==> src/rtl/mips_run_monitor.sv <==
// Run monitor for a MIPS core: lets the CPU run until it reaches END_PC or the cycle limit
// expires, then freezes it and streams a window of data memory out over a valid/ready port.
module mips_run_monitor #(
  parameter int unsigned ADDR_W     = 32,
  parameter int unsigned DATA_W     = 32,
  parameter logic [31:0] END_PC     = 32'h9C,
  parameter int unsigned DUMP_BASE  = 50,
  parameter int unsigned DUMP_COUNT = 21,
  parameter int unsigned SETTLE     = 1,
  parameter int unsigned MAX_CYCLES = 4096
) (
  input  logic              clk,
  input  logic              reset,
  input  logic [ADDR_W-1:0] pc_i,
  output logic              halt,
  output logic [ADDR_W-1:0] dmem_raddr,
  input  logic [DATA_W-1:0] dmem_rdata,
  output logic              dump_valid,
  input  logic              dump_ready,
  output logic [DATA_W-1:0] dump_data,
  output logic [9:0]        dump_index,
  output logic              done,
  output logic              timeout,
  output logic [31:0]       cycle_count
);

  typedef enum logic [2:0] {
    StRun,
    StSettle,
    StDump,
    StDone,
    StTimeout
  } state_e;

  localparam logic [ADDR_W-1:0] EndPc      = ADDR_W'(END_PC);
  localparam logic [ADDR_W-1:0] BaseAddr   = ADDR_W'(DUMP_BASE);
  localparam logic [9:0]        LastIdx    = (DUMP_COUNT == 0) ? 10'd0 : 10'(DUMP_COUNT - 1);
  localparam logic [3:0]        SettleInit = 4'(SETTLE);
  localparam logic [31:0]       TimeoutAt  = 32'(MAX_CYCLES - 1);
  localparam bit                HasTimeout = (MAX_CYCLES != 0);
  localparam bit                HasDump    = (DUMP_COUNT != 0);
  localparam bit                HasSettle  = (SETTLE != 0);

  state_e              r_state;
  logic [3:0]          r_settle;
  logic [9:0]          r_idx;
  logic                r_halt;
  logic                r_valid;
  logic [DATA_W-1:0]   r_data;
  logic                r_done;
  logic                r_timeout;
  logic [31:0]         r_cycle;

  logic                w_pc_hit;
  logic                w_limit;

  // pc_i only matters while the CPU is running
  assign w_pc_hit = (r_state == StRun) && (pc_i == EndPc);
  assign w_limit  = HasTimeout && (r_cycle == TimeoutAt);

  // Control FSM with all outputs registered; reset discards any dump in flight
  always_ff @(posedge clk) begin
    if (reset) begin
      r_state   <= StRun;
      r_settle  <= '0;
      r_idx     <= '0;
      r_halt    <= 1'b0;
      r_valid   <= 1'b0;
      r_data    <= '0;
      r_done    <= 1'b0;
      r_timeout <= 1'b0;
      r_cycle   <= '0;
    end else begin
      case (r_state)
        StRun: begin
          // A PC match takes priority over the cycle limit
          if (w_pc_hit) begin
            r_halt <= 1'b1;
            if (HasSettle) begin
              r_state  <= StSettle;
              r_settle <= SettleInit;
            end else if (HasDump) begin
              r_state <= StDump;
            end else begin
              r_state <= StDone;
              r_done  <= 1'b1;
            end
          end else if (w_limit) begin
            r_state   <= StTimeout;
            r_timeout <= 1'b1;
            r_halt    <= 1'b1;
          end else if (r_cycle != 32'hFFFF_FFFF) begin
            r_cycle <= r_cycle + 32'd1;
          end
        end
        StSettle: begin
          if (r_settle == 4'd1) begin
            if (HasDump) begin
              r_state <= StDump;
            end else begin
              r_state <= StDone;
              r_done  <= 1'b1;
            end
          end else begin
            r_settle <= r_settle - 4'd1;
          end
        end
        StDump: begin
          // valid low means the word at the current index is being fetched this cycle
          if (!r_valid) begin
            r_data  <= dmem_rdata;
            r_valid <= 1'b1;
          end else if (dump_ready) begin
            r_valid <= 1'b0;
            if (r_idx == LastIdx) begin
              r_state <= StDone;
              r_done  <= 1'b1;
            end else begin
              r_idx <= r_idx + 10'd1;
            end
          end
        end
        StDone, StTimeout: begin
          // terminal until reset
        end
        default: r_state <= StRun;
      endcase
    end
  end

  assign halt        = r_halt;
  assign dmem_raddr  = BaseAddr + ADDR_W'(r_idx);
  assign dump_valid  = r_valid;
  assign dump_data   = r_data;
  assign dump_index  = r_idx;
  assign done        = r_done;
  assign timeout     = r_timeout;
  assign cycle_count = r_cycle;

endmodule
==> config.mk <==
export PLATFORM = sky130hd
export DESIGN_NAME = mips_run_monitor
export DESIGN_NICKNAME = d
export VERILOG_FILES = /design/src/rtl/mips_run_monitor.sv
export SDC_FILE = /design/constraint.sdc
export NUM_CORES = 1
export LEC_CHECK = 0
export ABC_AREA = 1
export CAP_MARGIN = 30
export CORE_MARGIN = 8
export CORE_UTILIZATION = 38
export CTS_CLUSTER_DIAMETER = 80
export DETAILED_ROUTE_END_ITERATION = 16
export PLACE_DENSITY_LB_ADDON = 0.12
export SKIP_CTS_REPAIR_TIMING = 1
export SLEW_MARGIN = 40
export SYNTH_ARGS = -nofsm -noshare
export SYNTH_HDL_FRONTEND = slang
export SYNTH_SLANG_ARGS = --single-unit
==> constraint.sdc <==
create_clock -name clk -period 2.95 [get_ports clk]
set_input_delay 0.295 -clock clk [delete_from_list [all_inputs] [get_ports clk]]
set_output_delay 0.295 -clock clk [all_outputs]
set_load 0.005 [all_outputs]
==> results of run 1 <==
-- layout make-up --
| cell class | count | area share, % |
|---|---|---|
| well taps | 176 | 3.15 |
| flip-flops and latches | 85 | 24.3 |
| inverters | 101 | 5.41 |
| multi-input cells | 593 | 39.9 |
| clock buffers | 10 | 3.41 |
| clock inverters | 6 | 1.02 |
| repair buffers | 162 | 22.8 |
-- worst max path at each step --
| stage | slack [ns] | end | start |
|---|---|---|---|
| after floorplan | 1.25 | cycle_count[18] | cycle_count[0] |
| after global placement | 0.83 | cycle_count[0] | cycle_count[0] |
| after detailed placement | 0.79 | cycle_count[0] | pc_i[16] |
| after CTS | 0.49 | dmem_raddr[9] | dump_index[2] |
| after global routing | 0.37 | dmem_raddr[9] | dump_index[2] |
| final | 0.52 | dmem_raddr[9] | dump_index[2] |
-- registers in the layout, indices dropped and copies added (netlist names) --
register,count
cycle_count,32
timeout,1
dump_index,10
r_settle,4
dump_data,32
halt,1
done,1
dump_valid,1
r_state,3
-- cell usage in the layout, fill, tap and decap left out, drive strengths merged --
cell	n
and2	2
clkinvlp	1
dfxtp	85
clkinv	4
a21oi	83
xor2	13
bufinv	1
xnor2	6
nand2	223
or2	1
nor2	114
o21a	1
buf	8
clkbuf	10
nor4	3
ha	6
o21ai	47
conb	21
clkdlybuf4s50	154
nand3	36
inv	101
nand3b	1
nor3	5
nand4	31
-- power by group through the flow --
| stage | clock network (uW) | registers, uW | logic (uW) |
|---|---|---|---|
| floorplan | 0 | 1430 | 458 |
| global placement | 0 | 1420 | 917 |
| detailed placement | 0 | 1420 | 911 |
| CTS | 1210 | 1400 | 916 |
| global route | 1260 | 1420 | 1010 |
| finish | 1190 | 1400 | 901 |
-- per-stage QoR --
step | hold slack [ns] | cell area [um^2] | cells | total power, uW
after floorplan | 0.440 | 5180 | 831 | 1890
after global placement | 0.430 | 6690 | 1117 | 2340
after detailed placement | 0.436 | 6690 | 1117 | 2330
after CTS | 0.447 | 7000 | 1133 | 3520
after global routing | 0.459 | 7000 | 1133 | 3680
final | 0.442 | 7000 | 1133 | 3490
-- logic make-up (layout without fill, tap and decap cells) --
group	Yosys count	after routing
and+or+nand+nor	416	416
AOI/OAI and AO/OA	131	131
DFF	85	85
adders and majority gates	6	6
other	1	21
xor gates and xnor gates	19	19
buffers and inverters	153	279
-- tightest hold or removal path: cells and delay by family, from the launching register on --
kind | cells | cell delay [ns]
DFF | 1 | 0.31
AOI/OAI and AO/OA | 1 | 0.05
buffers and inverters | 1 | 0.04
-- metal layers --
layer | track usage [%] | wire [um] | vias to the layer above
met5 | 0 | 0 | -
met4 | 6.06 | 252 | 0
met3 | 5.98 | 1320 | 18
met2 | 28.6 | 7140 | 170
met1 | 20.4 | 6560 | 2366
li1 | - | - | 2817
==> metrics.md, run 1 <==
| Metric | Value |
|---|---|
| Outcome | completed |
| Gate power share | 25.8% |
| Post-layout util | 53.1% |
| Seq/Total Area, Yosys | 33.3% |
| Sequential cell area | 1700 um^2 |
| Number of global-route vias before repair | 5,150 |
| Post-synthesis simple-gate area fraction | 34.7% |
| Initial Util | 38.7% |
| Largest family of logic cells by synthesized area | simple AND/OR/NAND/NOR gates |
| First-pass GRT wire length | 25.3 mm |
| RSZ-0062 raised after global routing | no |
| Synth area leaders | dfxtp_1, nand2_1, nor2_1 |
| Setup ws final | 0.522 ns |
| Setup tns final | 0 ns |
| Crit path time final | 2.43 ns |
| Cell mode on critical path | nand2_1 |
| Synth top area share | 33.3% |
| Max_cap viols | 0 |
| Worst Path Arrival | 2.13 ns |
| Root buffer cell | clkbuf_16 |
| Drt first pass iters | 5 |
| CTS tree | built |
| Std cell rows | 42 |
| Initial DRC count | 298 |
| Die height | 132 um |
| Initial antenna violation count | 0 |
| Critical path's largest stage delay | 0.52 ns |
| Routed wire length | 15.3 mm |
| Synth-to-layout area growth | 37.1% |
| Residual DRC | 0 |
| Final setup skew | 0.00688 ns |
| Sw frac | 29.8% |
| Switch Pwr | 1040 uW |
| Slowest-stage cell, CP | clkdlybuf4s50_1 |
| Crit path launch type | flip-flop |
| Largest net degree at the start of global routing | 65 |
| Hold Crit Start | dump_data[21] |
| Fmax | 412 MHz |
| CTS Sinks | 85 |
| Total GRT Usage | 17.3% |
| CP delay by family, top | buffers and inverters |
| Mux cell area share after synthesis | 0% |
| Syn Area/Cell | 6.30 um^2 |
| Synth Warn # | 0 |
| WHS Path Cells | 2 |
| Area of the multi-input gates | 2790 um^2 |
| Count of final setup violators | 0 |
| HPWL Detailed | 11.5 mm |
| WL/cell | 13.5 um |
| Max-slew violations | 0 |
| Post-synth ARST share | 0% |
| Internal power | 2450 uW |
| R2R setup slack | 0.81 ns |
| Post-Place Setup Slack | 0.787 ns |
| CP Capture Type | primary output |
| Ys flop type | dfxtp_1 |
| FF-to-FF Start | cycle_count[0] |
| Final Wtd Congestion | 0.881 |
| Hold crit path type | flip-flop to flip-flop |
| Adder-Cell Fraction of Synth Area | 1.47% |
| H-tree depth | 3 |
| CP Cell Sequence | ha_1 > nand2_1 > nand3_1 > nand2_1 > nor2_1 > xor2_1 > clkdlybuf4s50_1 |
| Post-Synthesis Cells | 811 |
| XOR/XNOR Fraction of Synth Area | 3.26% |
| Synth Cell Area | 5110 um^2 |
| EDFF count, synth | 0 |
| Slew HR | 51.9% |
| Number of port buffers | 155 |
| Yosys top cell by area | dfxtp_1 |
| Final #Nets | 1,025 |
| DRT antenna net count | 0 |
| DR vias | 5,371 |
| FF-to-FF End | cycle_count[6] |
| Die Wd | 132 um |
| Clock power frac | 34.0% |
| Slew @ Worst Pin | 0.716 ns |
| Clock Tree Buf Depth | 2 |
| Most common cell in the netlist | nand2_1 |
| Sequential Power Share | 40.1% |
| Crit path depth | 7 |
| Crit Path Max Fanout | 6 |
| Overflow after GRT | 0 |
| Skew-Pair Late Insertion Delay | 0.34 ns |
| Cell count of the worst reg-to-reg path | 9 |
| Hold Vio Cnt, Final | 0 |
| Final period util | 82.3% |
| Top Ports | 177 |
| Die Area | 17,400 um^2 |
| Leak Pwr | 0.00263 uW |
| Peak supply drop | 0.342 mV |
| Synth top cells by count | nand2_1, nor2_1, inv_1 |
| Diode count | 0 |
| CTS Buf Count | 9 |
| Synth cell types | 31 |
| WHS Endpoint | dump_data[21] |
| Vias per std cell | 4.74 |
| Synth Register Bits | 85 |
| Synth Area in Compound Gates | 13.7% |
| Core area | 13,200 um^2 |
| Critical Setup Path Class | flip-flop to primary output |
| Clock-pin slew on the worst setup and hold paths | 0.07 ns |
| Fillers | 1,358 |
| WP buf/inv | 1 |
| Worst path required time | 2.65 ns |
| PD cells | 498 nW/um^2 |
| Layout cell share with drive strength beyond 1 | 5.64% |
(Power assumes the default switching activity.)
==> inputs of run 2 (changes only) <==
==> constraint.sdc (replaced) <==
create_clock -name clk -period 2.5 [get_ports clk]
set_input_delay 0.25 -clock clk [delete_from_list [all_inputs] [get_ports clk]]
set_output_delay 0.25 -clock clk [all_outputs]
set_load 0.005 [all_outputs]
==> metrics.md, run 2 (synthesized netlist as in run 1, its figures left out) <==
| Metric | Value |
|---|---|
| Crit path depth | 6 |
| CP Capture Type | primary output |
| Slew @ Worst Pin | 0.639 ns |
| Core area | 13,200 um^2 |
| Total GRT Usage | 17.5% |
| HPWL Detailed | 11.7 mm |
| PD cells | 588 nW/um^2 |
| Worst Path Arrival | 2.06 ns |
| Crit path time final | 2.31 ns |
| Crit path launch type | flip-flop |
| WL/cell | 13.6 um |
| Setup ws final | 0.193 ns |
| Die Area | 17,400 um^2 |
| Initial antenna violation count | 0 |
| Drt first pass iters | 4 |
| Final setup skew | 0.0103 ns |
| Die Wd | 132 um |
| Cell count of the worst reg-to-reg path | 9 |
| Crit Path Max Fanout | 6 |
| FF-to-FF Start | cycle_count[0] |
| Clock Tree Buf Depth | 2 |
| Routed wire length | 15.4 mm |
| Slew HR | 57.3% |
| Max-slew violations | 0 |
| Hold Vio Cnt, Final | 0 |
| First-pass GRT wire length | 25.5 mm |
| Std cell rows | 42 |
| Root buffer cell | clkbuf_16 |
| Layout cell share with drive strength beyond 1 | 6.15% |
| Fmax | 434 MHz |
| Hold crit path type | flip-flop to flip-flop |
| Vias per std cell | 4.60 |
| CTS Buf Count | 9 |
| Critical path's largest stage delay | 0.52 ns |
| Initial Util | 38.7% |
| Count of final setup violators | 0 |
| Worst path required time | 2.25 ns |
| Final Wtd Congestion | 0.888 |
| Initial DRC count | 258 |
| Number of global-route vias before repair | 5,120 |
| Final #Nets | 1,027 |
| Met3 WL | 1.38 mm |
| Synth-to-layout area growth | 37.6% |
| CTS tree | built |
| Overflow after GRT | 0 |
| Number of port buffers | 155 |
| Diode count | 0 |
| DRT antenna net count | 0 |
| DR vias | 5,225 |
| Met1 wire length | 6.54 mm |
| Top Ports | 177 |
| Largest net degree at the start of global routing | 65 |
| End of the critical path | dmem_raddr[8] |
| Setup tns final | 0 ns |
| Metal2 WL | 7.24 mm |
| Critical Setup Path Class | flip-flop to primary output |
| Launch point of the worst path | dump_index[3] |
| Cell mode on critical path | nor2_1 |
| Leak Pwr | 0.00265 uW |
| CP delay by family, top | simple AND/OR/NAND/NOR gates |
| RSZ-0062 raised after global routing | no |
| Peak supply drop | 0.570 mV |
| CP Cell Sequence | nand2_1 > nor2_1 > nor3_1 > nor2_1 > xor2_1 > clkdlybuf4s50_1 |
| Max_cap viols | 0 |
| Fillers | 1,391 |
| DR top layer | met4 |
| Clock-pin slew on the worst setup and hold paths | 0.07 ns |
| Slowest-stage cell, CP | clkdlybuf4s50_1 |
| WP buf/inv | 1 |
| Outcome | completed |
| CTS Sinks | 85 |
| Die height | 132 um |
| Commonest cells after routing, fill and taps aside | nand2_1, clkdlybuf4s50_1, nor2_1 |
| Residual DRC | 0 |
| H-tree depth | 3 |
| Final period util | 92.3% |
| FF-to-FF End | cycle_count[31] |
| Sequential cell area | 1700 um^2 |
| Area of the multi-input gates | 2790 um^2 |
| Skew-Pair Late Insertion Delay | 0.35 ns |
| R2R setup slack | 0.47 ns |
| Post-Place Setup Slack | 0.414 ns |
| Most common cell after layout, fill and taps aside | nand2_1 |
[run 2: layout make-up]
| class | count | area share, % |
|---|---|---|
| Inverter | 101 | 5.39 |
| Multi-Input combinational cell | 593 | 39.7 |
| Clock buffer | 9 | 3.20 |
| Sequential cell | 85 | 24.2 |
| Clock inverter | 7 | 1.14 |
| Tap cell | 176 | 3.13 |
| Timing Repair Buffer | 164 | 23.1 |
[run 2: report_power, final]
part	total [uW]	switching [uW]	internal [uW]
clock	1400	616	789
combinational	1080	529	546
sequential	1650	110	1540
total	4130	1250	2880
[run 2: per-layer routing]
layer / vias to the layer above / track usage [%]
met5: - / 0
met4: 0 / 5.55
met3: 20 / 7.89
met2: 131 / 29.3
met1: 2262 / 19.4
li1: 2812 / -
[run 2: worst min-delay path by stage]
stage,startpoint,endpoint,cells past startpoint
after detailed placement,dump_data[7],dump_data[7],2
final,dump_data[8],dump_data[8],2
after floorplan,dump_data[0],dump_data[0],2
after global placement,dump_data[17],dump_data[17],2
after global routing,dump_data[20],dump_data[20],2
after CTS,dump_data[17],dump_data[17],2
[run 2: through the flow]
stage               power [uW]  hold WS (ns)  cell area (um^2)  utilization, %  instances
floorplan                 2230         0.440              5180               -        831
global placement          2760         0.429              6720            50.9       1119
detailed placement        2760         0.436              6720            50.9       1119
CTS                       4190         0.446              7020            53.3       1135
global route              4370         0.462              7030            53.3       1135
finish                    4130         0.443              7030            53.3       1135
[run 2: tightest hold or removal path, cell delays in order, from the launching register on]
cell	delay [ns]
dfxtp_1	0.31
inv_1	0.05
a21oi_1	0.05
==> inputs of run 3 (changes only) <==
--- a/config.mk
+++ b/config.mk
@@ -7,7 +7,6 @@
 export LEC_CHECK = 0
 export ABC_AREA = 1
 export CAP_MARGIN = 30
-export CORE_MARGIN = 8
 export CORE_UTILIZATION = 38
 export CTS_CLUSTER_DIAMETER = 80
 export DETAILED_ROUTE_END_ITERATION = 16
==> metrics.md, run 3 (synthesized netlist as in run 1, its figures left out) <==
| Metric | Value |
|---|---|
| Outcome | completed |
| Final Wtd Congestion | 0.915 |
| Initial DRC count | 410 |
| Crit path time final | 2.32 ns |
| Hold Vio Cnt, Final | 0 |
| Crit Path Max Fanout | 4 |
| Slew @ Worst Pin | 0.545 ns |
| Peak supply drop | 0.554 mV |
| H-tree depth | 3 |
| Final period util | 92.6% |
| Final setup skew | 0.00856 ns |
| Number of port buffers | 155 |
| Initial Util | 39.7% |
| Hold crit path type | input pin to flip-flop |
| Routed wire length | 14.2 mm |
| Total GRT Usage | 21.2% |
| Std cell rows | 41 |
| Largest net degree at the start of global routing | 52 |
| Drt first pass iters | 5 |
| Commonest cells after routing, fill and taps aside | nand2_1, clkdlybuf4s50_1, nor2_1 |
| Max_cap viols | 0 |
| Vias per std cell | 4.70 |
| Crit path launch type | flip-flop |
| Die Area | 13,900 um^2 |
| Final #Nets | 1,026 |
| CP Capture Type | primary output |
| First-pass GRT wire length | 24.1 mm |
| Root buffer cell | clkbuf_16 |
| RSZ-0062 raised after global routing | no |
| Layout cell share with drive strength beyond 1 | 5.95% |
| Skew-Pair Late Insertion Delay | 0.35 ns |
| Clock-pin slew on the worst setup and hold paths | 0.07 ns |
| CTS Sinks | 85 |
| PD cells | 590 nW/um^2 |
| Diode count | 0 |
| Setup tns final | 0 ns |
| Synth-to-layout area growth | 37.6% |
| CTS Buf Count | 9 |
| DRT antenna net count | 0 |
| HPWL Detailed | 10.4 mm |
| DP Area | 6710 um^2 |
| Top Ports | 177 |
| Fmax | 432 MHz |
| Fillers | 1,320 |
| Overflow after GRT | 0 |
| Worst path required time | 2.25 ns |
| Leak Pwr | 0.00265 uW |
| Worst Path Arrival | 2.07 ns |
| Count of final setup violators | 0 |
| Most common cell after layout, fill and taps aside | nand2_1 |
| Die height | 118 um |
| Number of global-route vias before repair | 5,025 |
| WL/cell | 12.5 um |
| Critical Setup Path Class | flip-flop to primary output |
| Slew HR | 63.7% |
| Residual DRC | 0 |
| Die Wd | 118 um |
| Max-slew violations | 0 |
| Clock Tree Buf Depth | 2 |
| Core area | 12,900 um^2 |
| Initial antenna violation count | 0 |
| Fin area | 7030 um^2 |
| CTS tree | built |
| DR vias | 5,308 |
run 3: changes by cell type in the layout (fill, tap and decap cells not counted):
cell        delta
dfxtp_4        +1
inv_8          +2
inv_6          -1
dfxtp_2        -2
clkinv_4       +1
buf_4          -1
dfxtp_1        +1
clkinvlp_4     -1
clkinv_2       -1
run 3: metal layers:
metal / global-route usage [%] / part of all wire [%]
met1: 26.7 / 46
met2: 34.9 / 46
met3: 6.88 / 7.2
met4: 4.97 / 1.2
met5: 0 / 0
run 3: final cells by class:
class	count	area, um^2	area share [%]
timing repair buffer	163	1620	23.0
inverter	101	379	5.39
clock inverter	7	90.1	1.28
sequential	85	1710	24.3
tap	172	215	3.06
multi-input combinational	593	2790	39.8
clock buffer	9	225	3.20
run 3: per-stage QoR:
stage                     std cells  total power [uW]  setup WS (ns)  util (%)  hold slack (ns)
after detailed placement       1114              2750          0.413      52.1            0.437
after global routing           1130              4400        0.00950      54.6            0.266
after floorplan                 831              2230          0.796         -            0.440
after CTS                      1130              4210         0.0707      54.5            0.228
final                          1130              4140          0.184      54.6            0.221
after global placement         1114              2750          0.461      52.1            0.431
run 3: critical path, cell delays in order (launching register included):
cell	delay, ns
dfxtp_1	0.39
ha_2	0.22
nand2_1	0.09
nand3_1	0.11
nand2_1	0.09
nor2_1	0.14
xor2_1	0.16
clkdlybuf4s50_1	0.52
run 3: path summary, 6_finish.rpt:
kind / from / to / slack [ns] / depth (start not counted)
hold reg to reg: dump_data[17] / dump_data[17] / 0.44 / 2
setup / recovery: dump_index[1] / dmem_raddr[9] / 0.18 / 7
hold / removal: reset / cycle_count[0] / 0.22 / 4
setup reg to reg: cycle_count[0] / cycle_count[0] / 0.43 / 10
run 3: where the power goes:
part | switching (uW) | internal [uW] | leakage [uW] | total (uW)
Sequential | 110 | 1540 | 0.000687 | 1650
Clock | 627 | 803 | 0.000156 | 1430
Combinational | 513 | 553 | 0.00181 | 1070
Total | 1250 | 2890 | 0.00265 | 4140
==> edit 1 (flow settings as in run 3) <==
Encoding of `state_e`: now one-hot (5 bits for 5 states).
--- a/src/rtl/mips_run_monitor.sv
+++ b/src/rtl/mips_run_monitor.sv
@@ -25,10 +25,10 @@
 );
 
-  typedef enum logic [2:0] {
-    StRun,
-    StSettle,
-    StDump,
-    StDone,
-    StTimeout
+  typedef enum logic [4:0] {
+    StRun     = 5'b00001,
+    StSettle  = 5'b00010,
+    StDump    = 5'b00100,
+    StDone    = 5'b01000,
+    StTimeout = 5'b10000
   } state_e;
 
Check against the original RTL: same outputs for any inputs over 4 cycles, from zero or initial values and one cycle with reset high; so few cycles prove little.
==> edit 1 against run 3 <==
Final cell count down 0.18%; fmax down 0.63%; via count up 0.89%; final area down 0.43%; critical path depth up 2; wire length down 1.8%; sequential cell count up 2; synthesized area down 1.5%; worst setup slack worse by 0.015 ns; core utilization up 0.20 points; synthesized cell count down 0.99%; count of clock-buffer cells in the layout up 1.
Power is not compared: it rests on default switching activity, and its combinational part moved more than twofold at a synthesized area within 25%.
==> edit 1: results (changes against run 3) <==
GR met1 Demand/Resource 26.3% (-0.33 points); GPL Wtd Cong 0.899 (-1.8%); Clock Skew 0.00501 ns (-0.00355 ns); Yosys warnings 0 (unchanged); Layout Nets 1024 (-0.19%); FF/Latch Area 1740 um^2 (+2.3%); worst vdd ir 0.384 mV; met2 usage 34.6% (-0.30 points); Fill cells 1290 (-2.3%); DRT antenna net count 0 (unchanged); Detail Route met3 WL 1.14 mm (+12%); Vias/cell 4.75 (+1.1%); max-slew violation count 0 (unchanged); clock share of power 47.5%; largest net degree at the start of global routing 42 (-19%); first drt pass iteration count 6 (+1); total CTS buffers 9 (unchanged); drt initial violations 343 (-16%); relative max-transition margin 64.8% (+1.2 points); Post-DP Area 6680 um^2 (-0.45%); Clock Root Buffer clkbuf_16; Crit path max-delay family buffers and inverters; vias in the first global route 4842 (-3.6%); met2 WL 6.24 mm (-4.4%); via count 5355 (+0.89%); Worst Hold Class input port to flip-flop; leak pwr 2.77 nW; grt total ovfl 0 (unchanged); Synth area leaders dfxtp_1 35%, nand2_1 15%, nor2_1 13%, inv_1 5.4%, a21oi_1 4.9%; comb pwr 0.000173 W; status completed; I/O Buffers 155 (unchanged); CTS HTree Levels 3 (unchanged); clock buffer depth 2 (unchanged); sw frac 22.3%; worst slack, placed 0.461 ns (+0.0480 ns); post-detail-place hpwl 10.1 mm (-3.1%); WL met1 6.20 mm (-3.9%); worst-path maximum fanout 6 (+2); clk_lat worst skew 0.35 ns (about the same); Seq/Total Area, Yosys 34.6% (+1.3 points); Synth top cells by count 200 x nand2_1, 171 x nor2_1, 87 x dfxtp_1; Distinct cells, synth 29 (-6.5%); Slowest-stage cell, CP clkdlybuf4s50_1; P per Cell Area 427 nW/um^2; clock transition at the registers of the reported paths 0.07 ns (about the same); aggregate routed wire length 13.9 mm (-1.8%); layout cells sized above 1 5.02% (-0.93 points); Worst path max stage delay 0.51 ns; Avg Cell Area, Syn 6.26 um^2 (-0.56%); first-pass GRT wire length 23.0 mm (-4.5%); gr usage total 21.4% (+0.20 points); grt met3 use 7.31% (+0.43 points); Synth async-reset ratio 0% (unchanged); placed insts 1112 (-0.18%); number of synthesized flops with an enable pin 0 (unchanged)
## edit 1: path summary, 6_finish.rpt
| check | depth (start not counted) | slack (ns) | start | endpoint |
|---|---|---|---|---|
| setup / recovery | 9 | 0.17 | dump_index[2] | dmem_raddr[9] |
| hold reg to reg | 2 | 0.45 | timeout | timeout |
| setup reg to reg | 10 | 0.61 | dump_index[0] | dump_index[7] |
| hold / removal | 2 | 0.33 | reset | done |
## edit 1: final cells by class
class | instances | share of cell area [%]
clock buffers | 10 | 3.41
inverters | 75 | 4.02
multi-input cells | 611 | 39.9
flip-flops and latches | 87 | 24.9
repair buffers | 167 | 23.6
clock inverters | 6 | 1.07
well taps | 172 | 3.08
## edit 1: cell families (layout without fill, tap and decap cells)
group	Yosys count	count (layout)	share of synthesized area (%)
other cells	1	21	0.0746
simple gates	468	468	39.5
compound gates	101	101	10.3
buf+inv	125	258	11.4
xor+xnor	15	15	2.61
flops	87	87	34.6
fa+ha+maj	6	6	1.49
==> edit 2 (settings of run 3) <==
Made on the original files. Set the parameter `DATA_W` to 64 (it was 32).
--- a/src/rtl/mips_run_monitor.sv
+++ b/src/rtl/mips_run_monitor.sv
@@ -3,5 +3,5 @@
 module mips_run_monitor #(
   parameter int unsigned ADDR_W     = 32,
-  parameter int unsigned DATA_W     = 32,
+  parameter int unsigned DATA_W     = 64,
   parameter logic [31:0] END_PC     = 32'h9C,
   parameter int unsigned DUMP_BASE  = 50,
Interface: changed (resized dmem_rdata and dump_data); port bits go from 177 to 241. No check against the original RTL was run, so the function may have changed too.
==> edit 2 against run 3 <==
Synthesized area increased by 22%; critical path depth fell by 1; final cell count up 23%; sequential cell count increased by 32; count of clock-buffer cells in the layout rose by 10; wire length is 30% higher; final area grew 31%; synthesized cell count increased by 17%; worst setup slack improved by 0.013 ns; critical endpoint is now dmem_raddr[8].
Power is not compared: it rests on default switching activity, and its combinational part moved more than twofold at a synthesized area within 25%.
==> edit 2: results (changes against run 3) <==
Clock Skew 0.00825 ns (-0.000308 ns); worst-path maximum fanout 6 (+2); Seq/Total Area, Yosys 37.6% (+4.2 points); vias in the first global route 6088 (+21%); Fill cells 1500 (+14%); Layout Nets 1262 (+23%); largest net degree at the start of global routing 71 (+37%); post-detail-place hpwl 13.6 mm (+31%); critical path arrival 2.05 ns (-0.02 ns); initial antenna violation count 0 (unchanged); Distinct cells, synth 31 (unchanged); RR Startpoint cycle_count[1]; drt initial violations 326 (-20%); hold endpoint done; CTS HTree Levels 4 (+1); Worst Hold Slack 0.426 ns (+0.205 ns); I/O Buffers 219 (+41%); clk_lat worst skew 0.42 ns (+0.07 ns); aggregate routed wire length 18.5 mm (+30%); worst slew pin tran 0.589 ns (+0.0444 ns); first-pass GRT wire length 29.7 mm (+23%); layout cells sized above 1 6.84% (+0.89 points); GPL Wtd Cong 0.941 (+2.8%); Vias/cell 4.60 (-2.2%); status completed; r2r setup slk 0.25 ns (-0.18 ns); min-delay src reset; Cells on Worst Hold Path 3 (-1); Synth top cells by count 208 x nand2_1, 139 x inv_1, 117 x dfxtp_1; worst vdd ir 0.557 mV; Synth area leaders dfxtp_1 38%, nand2_1 13%, inv_1 8.4%, a21oi_1 8.2%, nor2_1 6.3%; Worst R2R Path Depth 9 (-1); gr usage total 22.5% (+1.3 points); total CTS buffers 17 (+8); first drt pass iteration count 5 (unchanged); reg-to-reg endpoint cycle_count[16]; Synth async-reset ratio 0% (unchanged)
[edit 2: cell types whose count changed in the layout (fill, tap and decap cells not counted), sizes merged, moves of 4 or more]
cell and delta:
a21oi +30, buf +4, clkbuf +10, clkdlybuf4s50 +63, dfxtp +32, inv +38
nand4 +7, nor2 -6, o21ai +33
[edit 2: cell families (layout without fill, tap and decap cells)]
kind of cell    after synthesis  count (layout)  synth area share (%)
compound gates              194             194                  16.4
xor+xnor                     18              18                  2.53
simple gates                410             410                  28.4
other cells                   1              21                0.0601
fa+ha+maj                     6               6                  1.20
flops                       117             117                  37.6
buf+inv                     202             404                  13.9
[edit 2: routing by layer]
| metal | vias up | part of all wire, % | wire [um] | GRT usage [%] |
|---|---|---|---|---|
| met4 | 0 | 2.2 | 398 | 8.48 |
| met3 | 27 | 7.8 | 1450 | 8.61 |
| met5 | - | 0 | 0 | 0 |
| li1 | 3391 | - | - | - |
| met1 | 2760 | 41 | 7540 | 25.0 |
| met2 | 191 | 49 | 9070 | 38.7 |
[edit 2: critical path, cell delays in order (launching register included)]
cell	delay, ns
dfxtp_1	0.45
nand2_1	0.10
nor2_1	0.17
nor3_1	0.11
nor2_1	0.13
xor2_1	0.15
clkdlybuf4s50_1	0.52
[edit 2: layout make-up]
| type | instances | share of cell area (%) |
|---|---|---|
| Clock buffer | 19 | 4.93 |
| Inverter | 141 | 5.78 |
| Multi-Input combinational cell | 649 | 33.9 |
| Timing Repair Buffer | 231 | 25.1 |
| Sequential cell | 117 | 25.6 |
| Clock inverter | 13 | 1.85 |
| Tap cell | 216 | 2.94 |
[edit 2: where the power goes]
part | internal, W | switching (W)
Sequential | 0.00187 | 0.00000539
Clock | 0.00163 | 0.000910
Combinational | 0.000165 | 0.0000857
[edit 2: stage by stage]
stage                     setup slack, ns  cell area [um^2]  power, W  std cells  util, %
after floorplan                     0.716              6310   0.00201        968        -
final                               0.197              9190   0.00466       1386     57.6
after CTS                         -0.0185              9180   0.00472       1386     57.5
after global routing               0.0353              9190   0.00483       1386     57.6
after global placement              0.307              8550   0.00216       1354     53.6
after detailed placement            0.241              8550   0.00217       1354     53.6
[edit 2: worst max path at each step]
stage,cells after the start,to,slack [ns],from
5_1_grt,9,cycle_count[13],0.04,cycle_count[1]
3_3_place_gp,10,cycle_count[29],0.31,pc_i[22]
4_1_cts,9,dmem_raddr[9],-0.02,dump_index[2]
2_1_floorplan,9,cycle_count[18],0.72,cycle_count[0]
3_5_place_dp,9,cycle_count[16],0.24,cycle_count[1]
6_report,6,dmem_raddr[8],0.20,dump_index[3]
